<file path="src/rtl/pw_bit_pkg.sv">
// Shared definitions for the pulse-width bit cells (pw_bit_cell, pw_bit_rx_cell).
//
// Contents:
//   PW_BIT_COUNTER_WIDTH  default width of pulse/idle counters and cfg registers
//   PW_BIT_DATA_WIDTH     default bits per byte / output beat
//   pw_bit_rx_state_t     receiver state encoding {IDLE, HIGH, LOW, STUCK}
package pw_bit_pkg;

  localparam int PW_BIT_COUNTER_WIDTH = 32;
  localparam int PW_BIT_DATA_WIDTH    = 8;

  typedef enum logic [1:0] {
    IDLE  = 2'd0,
    HIGH  = 2'd1,
    LOW   = 2'd2,
    STUCK = 2'd3
  } pw_bit_rx_state_t;

endpackage

</file>
<file path="src/rtl/pw_bit_rx_cell_if.sv">
// Stream bundle of pw_bit_rx_cell: decoded-data AXI4-Stream output plus the
// threshold and timeout configuration AXI4-Stream inputs.
//
// Modports:
//   master  receiver side: drives data_m_axis_*, accepts cfg_*_s_axis_*
//   slave   environment side: mirror of master
interface pw_bit_rx_cell_if
  import pw_bit_pkg::*;
#(
  parameter int DATA_AXIS_DATA_WIDTH = PW_BIT_DATA_WIDTH,
  parameter int CFG_AXIS_DATA_WIDTH  = PW_BIT_COUNTER_WIDTH
);

  logic [DATA_AXIS_DATA_WIDTH-1:0] data_m_axis_tdata;
  logic                            data_m_axis_tlast;
  logic                            data_m_axis_tvalid;
  logic                            data_m_axis_tready;

  logic [CFG_AXIS_DATA_WIDTH-1:0]  cfg_threshold_s_axis_tdata;
  logic                            cfg_threshold_s_axis_tvalid;
  logic                            cfg_threshold_s_axis_tready;

  logic [CFG_AXIS_DATA_WIDTH-1:0]  cfg_timeout_s_axis_tdata;
  logic                            cfg_timeout_s_axis_tvalid;
  logic                            cfg_timeout_s_axis_tready;

  modport master (
    output data_m_axis_tdata, data_m_axis_tlast, data_m_axis_tvalid,
    input  data_m_axis_tready,
    input  cfg_threshold_s_axis_tdata, cfg_threshold_s_axis_tvalid,
    output cfg_threshold_s_axis_tready,
    input  cfg_timeout_s_axis_tdata, cfg_timeout_s_axis_tvalid,
    output cfg_timeout_s_axis_tready
  );

  modport slave (
    input  data_m_axis_tdata, data_m_axis_tlast, data_m_axis_tvalid,
    output data_m_axis_tready,
    output cfg_threshold_s_axis_tdata, cfg_threshold_s_axis_tvalid,
    input  cfg_threshold_s_axis_tready,
    output cfg_timeout_s_axis_tdata, cfg_timeout_s_axis_tvalid,
    input  cfg_timeout_s_axis_tready
  );

endinterface

</file>
<file path="src/rtl/pw_bit_rx_edge.sv">
// Line conditioning for pw_bit_rx_cell: optional 2-flop synchroniser followed
// by a rise/fall detector on the conditioned line.
//
// Build option: PW_BIT_RX_SYNC_EN defined -> rxd passes through two flops
// (reset to 0) before use; undefined -> rxd is assumed synchronous to aclk.
//
// Ports:
//   aclk, aresetn  clock, asynchronous active-low reset
//   rxd            raw line input
//   rxd_s          conditioned line
//   rise, fall     single-cycle edge flags, valid in the cycle rxd_s changes
module pw_bit_rx_edge (
  input  logic aclk,
  input  logic aresetn,
  input  logic rxd,
  output logic rxd_s,
  output logic rise,
  output logic fall
);

  logic rxd_d;

`ifdef PW_BIT_RX_SYNC_EN
  logic rxd_p0;
  logic rxd_p1;

  // synchroniser stages
  always_ff @(posedge aclk or negedge aresetn) begin
    if (!aresetn) begin
      rxd_p0 <= 1'b0;
      rxd_p1 <= 1'b0;
    end else begin
      rxd_p0 <= rxd;
      rxd_p1 <= rxd_p0;
    end
  end

  assign rxd_s = rxd_p1;
`else
  assign rxd_s = rxd;
`endif

  // edge-detect delay stage
  always_ff @(posedge aclk or negedge aresetn) begin
    if (!aresetn) rxd_d <= 1'b0;
    else          rxd_d <= rxd_s;
  end

  assign rise = rxd_s & ~rxd_d;
  assign fall = ~rxd_s & rxd_d;

endmodule

</file>
<file path="src/rtl/pw_bit_rx_cell.sv">
// Pulse-width bit receiver. Measures the high time of each pulse on rxd:
// high time >= threshold decodes as 1, shorter as 0. Bits are packed MSB
// first into bytes; a low period reaching the timeout closes the frame and
// the frame's last byte leaves with tlast. A high period reaching the timeout
// is treated as a stuck line and discards the frame.
//
// The newest complete byte is always held back as "pending" so that the
// frame close can tag it with tlast; it is pushed when the next byte
// completes (tlast=0) or when the frame closes (tlast=1).
//
// Build option: PW_BIT_RX_SYNC_EN (see pw_bit_rx_edge).
//
// Ports:
//   aclk, aresetn  clock, asynchronous active-low reset
//   rxd            pulse-width encoded line, idle low
//   bus            data_m_axis_* output stream, cfg_threshold/timeout inputs
//   frame_err      1-cycle pulse: partial byte or stuck line discarded
//   overrun        1-cycle pulse: byte dropped, output register full
module pw_bit_rx_cell
  import pw_bit_pkg::*;
#(
  parameter int COUNTER_WIDTH        = PW_BIT_COUNTER_WIDTH,
  parameter int DATA_AXIS_DATA_WIDTH = PW_BIT_DATA_WIDTH,
  parameter int CFG_AXIS_DATA_WIDTH  = COUNTER_WIDTH,
  parameter int DEFAULT_THRESHOLD    = 50,
  parameter int DEFAULT_TIMEOUT      = 150
) (
  input  logic                  aclk,
  input  logic                  aresetn,
  input  logic                  rxd,
  pw_bit_rx_cell_if.master      bus,
  output logic                  frame_err,
  output logic                  overrun
);

  localparam int CW  = COUNTER_WIDTH;
  localparam int DW  = DATA_AXIS_DATA_WIDTH;
  localparam int BCW = $clog2(DW + 1);

  localparam logic [1:0] ST_IDLE  = IDLE;
  localparam logic [1:0] ST_HIGH  = HIGH;
  localparam logic [1:0] ST_LOW   = LOW;
  localparam logic [1:0] ST_STUCK = STUCK;

  function automatic logic [CW-1:0] sat_inc(input logic [CW-1:0] v);
    return (&v) ? v : v + CW'(1);
  endfunction

  logic          rxd_s;
  logic          rise;
  logic          fall;

  logic [1:0]    state;
  logic [CW-1:0] hi_cnt;
  logic [CW-1:0] lo_cnt;
  logic [CW-1:0] threshold;
  logic [CW-1:0] timeout_val;
  logic [CW-1:0] timeout_eff;
  logic [DW-1:0] shreg;
  logic [BCW-1:0] bit_cnt;
  logic [DW-1:0] pend_data;
  logic          pend_vld;
  logic          rst_done;

  logic          bit_val;
  logic [DW-1:0] shifted;
  logic          byte_done;
  logic          lo_timeout;
  logic          hi_timeout;
  logic          push_req;
  logic [DW-1:0] push_data;
  logic          push_last;
  logic          err_evt;
  logic          cfg_rdy;

  pw_bit_rx_edge u_edge (
    .aclk    (aclk),
    .aresetn (aresetn),
    .rxd     (rxd),
    .rxd_s   (rxd_s),
    .rise    (rise),
    .fall    (fall)
  );

  // A timeout of 0 would otherwise fire in the same cycle a state is entered.
  assign timeout_eff = (timeout_val == '0) ? CW'(1) : timeout_val;
  assign bit_val     = (hi_cnt >= threshold);
  assign shifted     = {shreg[DW-2:0], bit_val};
  assign byte_done   = (bit_cnt == BCW'(DW - 1));
  assign lo_timeout  = (state == ST_LOW)  && !rise && (lo_cnt >= timeout_eff);
  assign hi_timeout  = (state == ST_HIGH) && !fall && (hi_cnt >= timeout_eff);

  // cfg is only taken between frames; rst_done keeps tready low during reset
  assign cfg_rdy = rst_done && (state == ST_IDLE);
  assign bus.cfg_threshold_s_axis_tready = cfg_rdy;
  assign bus.cfg_timeout_s_axis_tready   = cfg_rdy;

  always_comb begin
    push_req  = 1'b0;
    push_data = pend_data;
    push_last = 1'b0;
    err_evt   = 1'b0;
    if ((state == ST_HIGH) && fall && byte_done && pend_vld) begin
      push_req = 1'b1;
    end
    if (lo_timeout) begin
      push_req  = pend_vld;
      push_last = 1'b1;
      err_evt   = (bit_cnt != '0);
    end
    if (hi_timeout) begin
      err_evt = 1'b1;
    end
  end

  // decode FSM stage
  always_ff @(posedge aclk or negedge aresetn) begin
    if (!aresetn) begin
      state     <= ST_IDLE;
      hi_cnt    <= '0;
      lo_cnt    <= '0;
      shreg     <= '0;
      bit_cnt   <= '0;
      pend_data <= '0;
      pend_vld  <= 1'b0;
    end else begin
      case (state)
        ST_IDLE: begin
          if (rise) begin
            state  <= ST_HIGH;
            hi_cnt <= CW'(1);
          end
        end
        ST_HIGH: begin
          if (fall) begin
            state  <= ST_LOW;
            lo_cnt <= CW'(1);
            if (byte_done) begin
              pend_data <= shifted;
              pend_vld  <= 1'b1;
              shreg     <= '0;
              bit_cnt   <= '0;
            end else begin
              shreg   <= shifted;
              bit_cnt <= bit_cnt + BCW'(1);
            end
          end else if (hi_timeout) begin
            state    <= ST_STUCK;
            shreg    <= '0;
            bit_cnt  <= '0;
            pend_vld <= 1'b0;
          end else begin
            hi_cnt <= sat_inc(hi_cnt);
          end
        end
        ST_LOW: begin
          if (rise) begin
            state  <= ST_HIGH;
            hi_cnt <= CW'(1);
          end else if (lo_timeout) begin
            state    <= ST_IDLE;
            shreg    <= '0;
            bit_cnt  <= '0;
            pend_vld <= 1'b0;
          end else begin
            lo_cnt <= sat_inc(lo_cnt);
          end
        end
        default: begin
          if (!rxd_s) state <= ST_IDLE;
        end
      endcase
    end
  end

  // output register stage
  always_ff @(posedge aclk or negedge aresetn) begin
    if (!aresetn) begin
      bus.data_m_axis_tvalid <= 1'b0;
      bus.data_m_axis_tdata  <= '0;
      bus.data_m_axis_tlast  <= 1'b0;
      overrun                <= 1'b0;
      frame_err              <= 1'b0;
    end else begin
      overrun   <= 1'b0;
      frame_err <= err_evt;
      if (push_req) begin
        // the register frees in a handshake cycle, so that push still lands
        if (!bus.data_m_axis_tvalid || bus.data_m_axis_tready) begin
          bus.data_m_axis_tvalid <= 1'b1;
          bus.data_m_axis_tdata  <= push_data;
          bus.data_m_axis_tlast  <= push_last;
        end else begin
          overrun <= 1'b1;
        end
      end else if (bus.data_m_axis_tvalid && bus.data_m_axis_tready) begin
        bus.data_m_axis_tvalid <= 1'b0;
      end
    end
  end

  // configuration stage
  always_ff @(posedge aclk or negedge aresetn) begin
    if (!aresetn) begin
      rst_done    <= 1'b0;
      threshold   <= CW'(DEFAULT_THRESHOLD);
      timeout_val <= CW'(DEFAULT_TIMEOUT);
    end else begin
      rst_done <= 1'b1;
      if (bus.cfg_threshold_s_axis_tvalid && cfg_rdy)
        threshold <= bus.cfg_threshold_s_axis_tdata[CW-1:0];
      if (bus.cfg_timeout_s_axis_tvalid && cfg_rdy)
        timeout_val <= bus.cfg_timeout_s_axis_tdata[CW-1:0];
    end
  end

endmodule

</file>
<file path="src/flat_wrapper.sv">
// flat-port wrapper written by rule: the top's interface ports become plain ports
module pw_bit_rx_cell_flat import pw_bit_pkg::*;
#(
  parameter int COUNTER_WIDTH        = PW_BIT_COUNTER_WIDTH,
  parameter int DATA_AXIS_DATA_WIDTH = PW_BIT_DATA_WIDTH,
  parameter int CFG_AXIS_DATA_WIDTH  = COUNTER_WIDTH,
  parameter int DEFAULT_THRESHOLD    = 50,
  parameter int DEFAULT_TIMEOUT      = 150
)
  (aclk, aresetn, rxd, frame_err, overrun, bus_data_m_axis_tdata, bus_data_m_axis_tlast, bus_data_m_axis_tvalid, bus_data_m_axis_tready, bus_cfg_threshold_s_axis_tdata, bus_cfg_threshold_s_axis_tvalid, bus_cfg_threshold_s_axis_tready, bus_cfg_timeout_s_axis_tdata, bus_cfg_timeout_s_axis_tvalid, bus_cfg_timeout_s_axis_tready);
  pw_bit_rx_cell_if #(.DATA_AXIS_DATA_WIDTH(DATA_AXIS_DATA_WIDTH), .CFG_AXIS_DATA_WIDTH(CFG_AXIS_DATA_WIDTH)) bus_i ();
  input  logic aclk;
  input  logic aresetn;
  input  logic rxd;
  output logic frame_err;
  output logic overrun;
  output wire logic [$bits(bus_i.data_m_axis_tdata)-1:0] bus_data_m_axis_tdata;
  output wire logic [$bits(bus_i.data_m_axis_tlast)-1:0] bus_data_m_axis_tlast;
  output wire logic [$bits(bus_i.data_m_axis_tvalid)-1:0] bus_data_m_axis_tvalid;
  input wire logic [$bits(bus_i.data_m_axis_tready)-1:0] bus_data_m_axis_tready;
  input wire logic [$bits(bus_i.cfg_threshold_s_axis_tdata)-1:0] bus_cfg_threshold_s_axis_tdata;
  input wire logic [$bits(bus_i.cfg_threshold_s_axis_tvalid)-1:0] bus_cfg_threshold_s_axis_tvalid;
  output wire logic [$bits(bus_i.cfg_threshold_s_axis_tready)-1:0] bus_cfg_threshold_s_axis_tready;
  input wire logic [$bits(bus_i.cfg_timeout_s_axis_tdata)-1:0] bus_cfg_timeout_s_axis_tdata;
  input wire logic [$bits(bus_i.cfg_timeout_s_axis_tvalid)-1:0] bus_cfg_timeout_s_axis_tvalid;
  output wire logic [$bits(bus_i.cfg_timeout_s_axis_tready)-1:0] bus_cfg_timeout_s_axis_tready;
  assign bus_data_m_axis_tdata = bus_i.data_m_axis_tdata;
  assign bus_data_m_axis_tlast = bus_i.data_m_axis_tlast;
  assign bus_data_m_axis_tvalid = bus_i.data_m_axis_tvalid;
  assign bus_i.data_m_axis_tready = bus_data_m_axis_tready;
  assign bus_i.cfg_threshold_s_axis_tdata = bus_cfg_threshold_s_axis_tdata;
  assign bus_i.cfg_threshold_s_axis_tvalid = bus_cfg_threshold_s_axis_tvalid;
  assign bus_cfg_threshold_s_axis_tready = bus_i.cfg_threshold_s_axis_tready;
  assign bus_i.cfg_timeout_s_axis_tdata = bus_cfg_timeout_s_axis_tdata;
  assign bus_i.cfg_timeout_s_axis_tvalid = bus_cfg_timeout_s_axis_tvalid;
  assign bus_cfg_timeout_s_axis_tready = bus_i.cfg_timeout_s_axis_tready;
  pw_bit_rx_cell #(.COUNTER_WIDTH(COUNTER_WIDTH), .DATA_AXIS_DATA_WIDTH(DATA_AXIS_DATA_WIDTH), .CFG_AXIS_DATA_WIDTH(CFG_AXIS_DATA_WIDTH), .DEFAULT_THRESHOLD(DEFAULT_THRESHOLD), .DEFAULT_TIMEOUT(DEFAULT_TIMEOUT)) u_core (.aclk(aclk), .aresetn(aresetn), .rxd(rxd), .bus(bus_i), .frame_err(frame_err), .overrun(overrun));
endmodule
</file>
<file path="config.mk">
export PLATFORM = sky130hd
export DESIGN_NAME = pw_bit_rx_cell_flat
export DESIGN_NICKNAME = d
export VERILOG_FILES = /design/src/rtl/pw_bit_pkg.sv /design/src/rtl/pw_bit_rx_cell_if.sv /design/src/rtl/pw_bit_rx_edge.sv /design/src/rtl/pw_bit_rx_cell.sv /design/src/flat_wrapper.sv
export SDC_FILE = /design/constraint.sdc
export NUM_CORES = 1
export LEC_CHECK = 0
export ABC_AREA = 1
export CAP_MARGIN = 5
export CELL_PAD_IN_SITES_DETAIL_PLACEMENT = 0
export CELL_PAD_IN_SITES_GLOBAL_PLACEMENT = 1
export CORE_MARGIN = 4
export CORE_UTILIZATION = 40
export DETAILED_ROUTE_END_ITERATION = 7
export GPL_TIMING_DRIVEN = 0
export PLACE_DENSITY_LB_ADDON = 0.1
export SLEW_MARGIN = 20
export SYNTH_ARGS = -nofsm -noshare
export SYNTH_HDL_FRONTEND = slang
export SYNTH_HIERARCHICAL = 1
export SYNTH_SLANG_ARGS = --single-unit
</file>
<file path="constraint.sdc">
create_clock -name aclk -period 2.85 [get_ports aclk]
set_clock_uncertainty 0.05 [all_clocks]
set_input_delay 0.4275 -clock aclk [delete_from_list [all_inputs] [get_ports aclk]]
set_output_delay 0.4275 -clock aclk [all_outputs]
set_load 0.01 [all_outputs]
</file>
==> qor.txt <==
R2R setup slack = 0.09 ns
Clk Tree Root Cell = clkbuf_16
Crit Path Class = flip-flop to flip-flop
Num CTS Buffers = 17
Clock-pin slew on the worst setup and hold paths = 0.08 ns
Power share of the combinational group = 0.396
Area share of the leading cell type in the synthesized netlist = 0.364
Endpoints failing setup = 0
Largest cells by area after synthesis = dfrtp_1, nand2_1, ha_1
P_sw = 3.68 mW
Drc violations = 0
WP data arrival = 3.02 ns
Clock Power Share = 0.264
Die span in y = 172 um
H-tree depth = 4
Hold WC Path Type = input port to asynchronous set/reset pin
Crit path top cell by count = nand2_1
Worst Path Required = 3.11 ns
Site row count = 59
Clk sinks = 164
Peak per-stage delay on the critical path = 0.40 ns
Average cell area after synthesis = 7.46 um^2
GPL Wtd Cong = 0.909
Antenna violations before repair = 0
Fin nets = 1733
Critical path capture point type = flip-flop
Ys async rst share = 1.00
Maxcap violations = 0
Wire per inst = 16.7 um
Setup WS post-layout = 0.0880 ns
Gr usage total = 0.218
Pleak = 6.30 nW
Register area share after synthesis = 0.382
Synth Cell Area = 0.0108 mm^2
Layout cells sized above 1 = 0.106
Vias in the first global route = 9380
Unrepaired setup endpoints after global routing = yes
Drt first pass iters = 5
Synth cell types = 43
Final Core Density = 0.499
DR iter-0 viols = 557
Post-synth EDFFs = 0
Via-to-Cell Ratio = 5.11
Fin. max-slew vios = 0
Worst-Margin Slew = 0.730 ns
Vias after detailed routing = 9759
Largest fanout on the critical path = 7
Clock Path Buffers = 2
Worst path bufs/invs = 3
Largest net degree at the start of global routing = 65
Die area = 0.0296 mm^2
Reg power frac = 0.340
Routed Antenna Nets = 0
Worst skew pair latency = 0.43 ns
Ant diodes = 0
Top FF cell, synth = dfrtp_1
Maximum vdd drop = 0.385 mV
Final Cycle Share = 0.969
IO Count = 84
Crit path time final = 2.76 ns
Worst reg-to-reg path cell count = 21
First-pass GRT wire length = 50.9 mm
PortBufs = 83
Synth area leader = dfrtp_1
Critical R2R Capture = u_core/lo_cnt[28]$_DFFE_PN0P_
Area Overhead vs Synth = 21.6%
Switching Fraction = 0.410
Grt ovf = 0
Synth Warn # = 6
Final Hold Fails = 0
Flops & latches, synth = 164
Syn Nets = 1615
Post-DP HPWL = 24.5 mm
Internal Power = 5.31 mW
Critical path cell sequence = inv_4 -> nand4_1 -> nor3_4 -> a41o_1 -> ha_4 -> inv_2 -> nand2_1 -> nand2_1 -> nand2_1 -> nand2_1 -> nand2_1 -> nand2_1 -> nand2_1 -> nand2_1 -> nand2_2 -> nand2_4 -> nand2_8 -> nand2_8 -> clkbuf_16 -> nand2_2 -> o21ai_1
Status = finished clean
Startpoint types = flip-flop
Filler cell count = 2647
Starting density of the core = 0.410
PD cells = 686 mW/mm^2
Die Wd = 172 um
Cells after synthesis = 1445
Drt total wl = 31.9 mm
Slew headroom = 0.509
CORE AREA = 0.0263 mm^2
Worst slack, placed = -0.432 ns
CP max-delay cell = dfrtp_1
Worst flop-to-flop path startpoint = u_core/timeout_val[31]$_DFFE_PN0P_
F_max = 362 MHz
CTS tree = yes
Crit-path leading delay family = simple AND/OR/NAND/NOR gates
==> kinds of logic after synthesis <==
family | count (synthesis) | share of synthesized area
buffers and inverters | 192 | 0.0749
flip-flops | 164 | 0.382
AO/OA/AOI/OAI | 195 | 0.0956
adder cells (fa/ha/maj) | 100 | 0.116
XOR/XNOR | 32 | 0.0260
AND/OR/NAND/NOR | 759 | 0.303
other | 1 | 0.000348
multiplexers | 2 | 0.00209
==> placed cells by master, fill, tap and decap left out, types with 4 or more instances in the layout <==
cell type / Yosys / layout
a21o_1: 4 / 4
a21oi_1: 113 / 113
buf_2: 6 / 6
buf_4: 3 / 12
buf_6: 9 / 7
buf_8: 0 / 5
clkbuf_1: 23 / 20
clkbuf_16: 0 / 19
clkdlybuf4s50_1: 0 / 82
clkinv_4: 0 / 5
clkinv_8: 0 / 6
dfrtp_1: 157 / 157
dfstp_2: 7 / 7
ha_1: 100 / 99
inv_1: 139 / 132
inv_2: 10 / 16
inv_8: 0 / 4
nand2_1: 373 / 347
nand2_2: 5 / 20
nand2_4: 0 / 11
nand3_1: 56 / 55
nand4_1: 60 / 60
nor2_1: 189 / 188
nor2_2: 4 / 5
nor3_1: 38 / 37
nor3b_1: 4 / 4
o21a_1: 4 / 4
o21ai_0: 31 / 25
o21ai_1: 32 / 29
o21ai_2: 5 / 14
or2_1: 7 / 7
or2_2: 11 / 11
xnor2_1: 14 / 14
xor2_1: 18 / 18
==> synth_stat cells (5+ instances only) <==
| cell | instances |
|---|---|
| nor3_1 | 38 |
| xor2_1 | 18 |
| or2_2 | 11 |
| or2_1 | 7 |
| inv_2 | 10 |
| buf_2 | 6 |
| nand2_2 | 5 |
| dfrtp_1 | 157 |
| inv_1 | 139 |
| clkbuf_1 | 23 |
| nand2_1 | 373 |
| buf_6 | 9 |
| xnor2_1 | 14 |
| nand3_1 | 56 |
| o21ai_2 | 5 |
| nor2_1 | 189 |
| nand4_1 | 60 |
| a21oi_1 | 113 |
| ha_1 | 100 |
| o21ai_0 | 31 |
| dfstp_2 | 7 |
| o21ai_1 | 32 |
==> repair_timing <==
item	4_1_cts	5_1_grt
hold endpoints to repair	35	0
setup endpoints to repair	86	87
pin swaps	0	9
gates resized for setup	6	82
buffers inserted	0	9
hold buffers	1	0
gates cloned	0	4
==> power groups by stage <==
stage	logic, mW	registers [mW]	clock network, mW
floorplan	2.16	3.03	0
global placement	3.05	3.09	0
detailed placement	3.13	3.09	0
CTS	3.16	3.05	2.45
global route	4.01	3.11	2.53
finish	3.56	3.06	2.37
==> metrics by stage <==
step           total power, mW  instance area [um^2]  TNS [ns]  hold slack (ns)  instances
6_report                  8.99                 13100         0            0.427       1911
5_1_grt                   9.65                 13100     -2.15            0.454       1911
4_1_cts                   8.65                 12700         0            0.432       1898
3_5_place_dp              6.22                 12100    -16.83            0.298       1865
3_3_place_gp              6.14                 12000   -949.30            0.408       1863
2_1_floorplan             5.18                 10800         0           0.0819       1445
==> metal layers <==
metal / share of wire / global-route usage / vias to the layer above
met5: 0 / 0 / -
met4: 0.012 / 0.0485 / 0
met3: 0.045 / 0.0302 / 26
met2: 0.44 / 0.339 / 197
met1: 0.51 / 0.326 / 4542
li1: - / - / 4994
==> final cells by class <==
class / count / area, um^2 / share of cell area
Clock buffer: 17 / 425 / 0.0325
Sequential cell: 164 / 4110 / 0.314
Tap cell: 335 / 419 / 0.0320
Inverter: 149 / 562 / 0.0429
Multi-Input combinational cell: 1090 / 6080 / 0.464
Buffer: 43 / 278 / 0.0212
Timing Repair Buffer: 98 / 1040 / 0.0795
Clock inverter: 15 / 186 / 0.0142
==> registers in the layout (all words and copies together), names as in the netlist <==
name,count
u_core/rst_done,1
u_core/pend_vld,1
u_core/bus.data_m_axis_tdata,8
u_core/timeout_val,32
u_core/bus.data_m_axis_tlast,1
u_core/u_edge/rxd_d,1
u_core/state,2
u_core/bit_cnt,4
u_core/frame_err,1
u_core/shreg,7
u_core/overrun,1
u_core/lo_cnt,32
u_core/bus.data_m_axis_tvalid,1
u_core/pend_data,8
u_core/hi_cnt,32
u_core/threshold,32
==> worst reg2reg max path, delay by kind of cell (launching register included) <==
kind	cells	cell delay, ns
compound gates	2	0.34
simple gates	15	1.36
flops	1	0.40
buf+inv	3	0.35
fa+ha+maj	1	0.15
==> worst max-delay path by stage <==
stage	startpoint	endpoint	slack, ns	depth (start not counted)
2_1_floorplan	u_core/timeout_val[7]$_DFFE_PN1P_	u_core/bit_cnt[3]$_DFFE_PN0P_	0.48	19
3_3_place_gp	aresetn	u_core/bus.data_m_axis_tdata[6]$_DFFE_PN0P_	-5.82	1
3_5_place_dp	u_core/timeout_val[31]$_DFFE_PN0P_	u_core/frame_err$_DFF_PN0_	-0.43	19
4_1_cts	u_core/timeout_val[5]$_DFFE_PN0P_	u_core/shreg[3]$_DFFE_PN0P_	0.02	19
5_1_grt	u_core/timeout_val[31]$_DFFE_PN0P_	u_core/lo_cnt[19]$_DFFE_PN0P_	-0.08	21
6_report	u_core/timeout_val[31]$_DFFE_PN0P_	u_core/lo_cnt[28]$_DFFE_PN0P_	0.09	21
(Power assumes the default switching activity.)
